===== config.mk =====
export PLATFORM = sky130hd
export DESIGN_NAME = fpga_rst_req_ctrl
export DESIGN_NICKNAME = d
export VERILOG_FILES = /design/src/rtl/fpga_rst_req_ctrl.sv
export SDC_FILE = /design/constraint.sdc
export NUM_CORES = 1
export LEC_CHECK = 0
export BUFFER_PORTS_ARGS = -buffer_cell sky130_fd_sc_hd__buf_4
export CORE_MARGIN = 2
export CORE_UTILIZATION = 49
export DETAILED_ROUTE_END_ITERATION = 10
export PLACE_DENSITY = 0.79
export SLEW_MARGIN = 40
export SYNTH_ARGS = -nofsm -noshare
export SYNTH_HDL_FRONTEND = slang
export SYNTH_SLANG_ARGS = --single-unit

===== constraint.sdc =====
create_clock -name CLK12MHZ -period 3.6 [get_ports CLK12MHZ]
set_input_delay 0.36 -clock CLK12MHZ [delete_from_list [all_inputs] [get_ports CLK12MHZ]]
set_output_delay 0.36 -clock CLK12MHZ [all_outputs]
set_load 0.1 [all_outputs]

===== src/rtl/fpga_rst_req_ctrl.sv =====
// Reset-request controller: synchronises and debounces the reset sources, stretches nRST_REQ
// through a hold/release FSM, and keeps a sticky record of which sources caused each reset.
module fpga_rst_req_ctrl #(
    parameter int DB_CYCLES   = 12000,
    parameter int HOLD_CYCLES = 64
) (
    input  logic       CLK12MHZ,
    input  logic       ck_rst,
    input  logic       btn_n,
    input  logic       sysresetreq,
    input  logic       lockup,
    input  logic       lockup_rst_en,
    input  logic       cause_clr,
    output logic       nRST_REQ,
    output logic       rst_active,
    output logic [2:0] rst_cause,
    output logic [7:0] req_count
);
    typedef enum logic [1:0] {IDLE, HOLD, WAIT_REL} state_t;

    localparam logic [15:0] DB_LAST   = 16'(DB_CYCLES - 1);
    localparam logic [7:0]  HOLD_LAST = 8'(HOLD_CYCLES - 1);

    logic        btn_s1, btn_s2, sr_s1, sr_s2, lk_s1, lk_s2;
    logic [15:0] db_cnt;
    logic        btn_db, btn_db_q;
    logic        btn_trig, sr_req, lk_req, any_req, accept;
    logic [2:0]  new_bits;
    state_t      state, state_next;
    logic [7:0]  hold_cnt, hold_next;

    // Input synchronisers; the button chain idles high so reset never looks like a press
    always_ff @(posedge CLK12MHZ or negedge ck_rst) begin
        if (!ck_rst) begin
            btn_s1 <= 1'b1;
            btn_s2 <= 1'b1;
            sr_s1  <= 1'b0;
            sr_s2  <= 1'b0;
            lk_s1  <= 1'b0;
            lk_s2  <= 1'b0;
        end else begin
            btn_s1 <= btn_n;
            btn_s2 <= btn_s1;
            sr_s1  <= sysresetreq;
            sr_s2  <= sr_s1;
            lk_s1  <= lockup;
            lk_s2  <= lk_s1;
        end
    end

    always_ff @(posedge CLK12MHZ or negedge ck_rst) begin
        if (!ck_rst) begin
            db_cnt   <= '0;
            btn_db   <= 1'b1;
            btn_db_q <= 1'b1;
        end else begin
            btn_db_q <= btn_db;
            if (btn_s2 == btn_db) begin
                db_cnt <= '0;
            end else if (db_cnt == DB_LAST) begin
                btn_db <= btn_s2;
                db_cnt <= '0;
            end else begin
                db_cnt <= db_cnt + 16'd1;
            end
        end
    end

    // Button triggers only on a debounced press edge, so a held button cannot re-trigger
    assign btn_trig = btn_db_q & ~btn_db;
    assign sr_req   = sr_s2;
    assign lk_req   = lk_s2 & lockup_rst_en;
    assign any_req  = btn_trig | sr_req | lk_req;
    assign new_bits = {lk_req, sr_req, btn_trig};

    always_comb begin
        state_next = state;
        hold_next  = hold_cnt;
        accept     = 1'b0;
        case (state)
            IDLE: begin
                if (any_req) begin
                    state_next = HOLD;
                    hold_next  = '0;
                    accept     = 1'b1;
                end
            end
            HOLD: begin
                hold_next = hold_cnt + 8'd1;
                if (hold_cnt == HOLD_LAST) begin
                    state_next = WAIT_REL;
                end
            end
            WAIT_REL: begin
                if (btn_db && !sr_req && !lk_req) begin
                    state_next = IDLE;
                end
            end
            default: state_next = IDLE;
        endcase
    end

    // Outputs follow the next state so the request asserts on the accepting edge
    always_ff @(posedge CLK12MHZ or negedge ck_rst) begin
        if (!ck_rst) begin
            state      <= IDLE;
            hold_cnt   <= '0;
            nRST_REQ   <= 1'b1;
            rst_active <= 1'b0;
        end else begin
            state      <= state_next;
            hold_cnt   <= hold_next;
            nRST_REQ   <= (state_next == IDLE);
            rst_active <= (state_next != IDLE);
        end
    end

    // A clear coinciding with an accepted request keeps only the new request
    always_ff @(posedge CLK12MHZ or negedge ck_rst) begin
        if (!ck_rst) begin
            rst_cause <= '0;
            req_count <= '0;
        end else if (accept && cause_clr) begin
            rst_cause <= new_bits;
            req_count <= 8'd1;
        end else if (accept) begin
            rst_cause <= rst_cause | new_bits;
            if (req_count != 8'hFF) begin
                req_count <= req_count + 8'd1;
            end
        end else if (cause_clr) begin
            rst_cause <= '0;
            req_count <= '0;
        end
    end

endmodule


==> impl_metrics.tcl <==
set metrics [dict create \
    rows 24 \
    fin_area_um2 2430 \
    vias_per_cell 5.67 \
    drc_errors 0 \
    crit_slowest_cell "or4_1" \
    grt_pass1_wl_um 6720 \
    hold_buffers 0 \
    whs_ns 0.0426 \
    post_cts_resize_count 0 \
    cts_tree "done" \
    avgSynthCellArea_um2 10.2 \
    synth_area_um2 2170 \
    drt_iter0_markers 120 \
    slew_viol_final 0 \
    endpoint "db_cnt[8]" \
    place.gp.congestion 0.851 \
    die_x_um 70.6 \
    critPathRequiredTime_ns 3.76 \
    synth_nets 224 \
    rsz0062_at_grt "no" \
    root_buffer "clkbuf_8" \
    grt_use_total_pct 16.8 \
    synth_top_area_cell "dfrtp_1" \
    synth.top_cell.area_share_pct 48.4 \
    htree_levels 2 \
    synth-edff-count 0 \
    r2r_setup_slack_ns 1.64 \
    ys_warn_count 0 \
    yosys.cell_types.count 39 \
    dieHeight_um 70.6 \
    wl_per_cell_um 13.7 \
    final_cell_mix "dfrtp_1, nor2_1, buf_4" \
    final.setup.tns_ns 0 \
    setup-violations-final 0 \
    syn_to_final_growth_pct 11.7 \
    dpl.hpwl_um 2690 \
    synth-seq-cells 47 \
    synth_ff_type "dfrtp_1" \
    maxCapViolCount 0 \
    antenna_found_initial 0 \
    critPathKind "reg2reg" \
    skew_ns 0.00616 \
    crit-reg2reg-capture "db_cnt[8]" \
    synth_area_leaders "dfrtp_1, dfstp_2, xnor2_1, nor2_1, nand2_1" \
    worstMarginPinSlew_ns 0.571 \
    post-route-min-period_ns 1.96 \
    crit_path_end_kind "register" \
    multi_input_area_um2 901 \
    cts_setup_buffers 0 \
    nets 243 \
    worstSetupStartpointType "register" \
    core_area_um2 4320 \
    final_common_cell "dfrtp_1" \
    placed_area_um2 2330 \
    peakVddDrop_mv 0.264 \
    grt_start_max_net_pins 48 \
    wirelength_um 3910 \
    seq_area_frac_synth_pct 54.4 \
    rr_worst_depth 4 \
    antenna_cells 0 \
    p_per_area_nw_per_um2 369 \
    min-delay-path-class "in2async" \
    final_antenna_net_count 0 \
    clock_path_buffers 2 \
    start_util_pct 50.3 \
    clock_sinks 47 \
    ff_latch_area_um2 1180 \
    nFillCells 392 \
    grt-ovfl-total 0 \
    async_flop_share_pct 100 \
    drt-pass1-iter-count 4 \
    portBuffers 19 \
    path_cells "or4_1 > nor4_2 > or2_1 > nor2_1" \
    io_pins 20 \
    arrival_ns 2.12 \
    finalCritPeriodShare_pct 54.4 \
    clock_latency_ns 0.29 \
    max_slew_margin_pct 61.9 \
    clk_pin_slew_worst_paths_ns 0.09 \
    crit_path_max_fanout 15 \
    worst_path_largest_cell_delay_ns 0.54 \
    drive_above_1_share_pct 15.8 \
    leakage_nw 1.01 \
    max_clock_freq_ghz 0.511 \
    grt_pass1_vias 1504 \
    timing.rr.start "db_cnt[12]" \
    critPathLaunch "db_cnt[12]" \
    cts_made_buffers 5 \
    vias 1621 \
    hold_violations 0 \
    dieArea_um2 4980 \
    synthCells 214 \
    status "complete, no violations" \
]
## where the power goes
| part | internal [W] | total [W] | switching [W] |
|---|---|---|---|
| Combinational | 0.00000828 | 0.0000276 | 0.0000193 |
| Clock | 0.000157 | 0.000330 | 0.000173 |
| Sequential | 0.000535 | 0.000539 | 0.00000480 |
| Total | 0.000700 | 0.000897 | 0.000197 |
## cell families after synthesis
kind of cell    Yosys count  synth area share (%)
xor+xnor                 16                  6.45
buf+inv                  17                  4.14
fa+ha+maj                 3                  1.73
flops                    47                  54.4
mux                       5                  2.48
compound gates           36                  9.85
simple gates             90                  21.0
## critical path: cells and delay by family (launching register included)
kind | cells | cell delay [ns]
flops | 1 | 0.42
simple gates | 4 | 1.41
## synthesized netlist by cell type, types with 5 or more instances
library cell / count
nand3_1: 10
nor4_1: 5
dfrtp_1: 42
nor3_1: 8
nor2_1: 23
a21oi_1: 9
nand4_1: 9
o21ai_0: 12
xnor2_1: 12
nand2_1: 17
nor2b_1: 5
dfstp_2: 5
inv_1: 10
## metrics by stage
| step | worst slack [ns] | util, % | power (W) | cells |
|---|---|---|---|---|
| 6_report | 1.64 | 56.1 | 0.000897 | 286 |
| 4_1_cts | 1.62 | 56.1 | 0.000905 | 286 |
| 2_1_floorplan | 1.41 | - | 0.000562 | 214 |
| 3_3_place_gp | 1.70 | 53.8 | 0.000577 | 278 |
| 3_5_place_dp | 1.64 | 53.8 | 0.000578 | 278 |
| 5_1_grt | 1.44 | 56.1 | 0.000931 | 286 |
## state kept, by name (all words and copies together) (netlist names)
name / count
db_cnt: 16
hold_cnt: 8
req_count: 8
rst_cause: 3
state: 2
btn_db: 1
btn_db_q: 1
btn_s1: 1
btn_s2: 1
lk_s1: 1
lk_s2: 1
nRST_REQ: 1
rst_active: 1
sr_req: 1
sr_s1: 1
## cell type report
type / count / share of cell area, %
Clock buffer: 6 / 3.40
Clock inverter: 2 / 0.670
Inverter: 10 / 1.55
Multi-Input combinational cell: 150 / 37.1
Sequential cell: 47 / 48.7
Tap cell: 52 / 2.68
Timing Repair Buffer: 19 / 5.88
## worst min path at each step
stage / from / cells after the start / slack [ns] / end
floorplan: ck_rst / 0 / 0.06 / db_cnt[0]
global placement: lk_s1 / 0 / 0.34 / lk_s2
detailed placement: sr_s1 / 0 / 0.34 / sr_req
CTS: ck_rst / 1 / 0.07 / req_count[2]
global route: ck_rst / 1 / 0.1 / req_count[2]
finish: ck_rst / 1 / 0.04 / req_count[3]
## per-layer routing
metal	vias to the layer above	share of wire [%]	routed length [um]	GRT usage (%)
li1	787	-	-	-
met1	793	48	1880	23.7
met2	39	47	1820	26.5
met3	2	5.1	199	3.99
met4	0	0.15	6	4.61
met5	-	0	0	0
(Power assumes the default switching activity.)
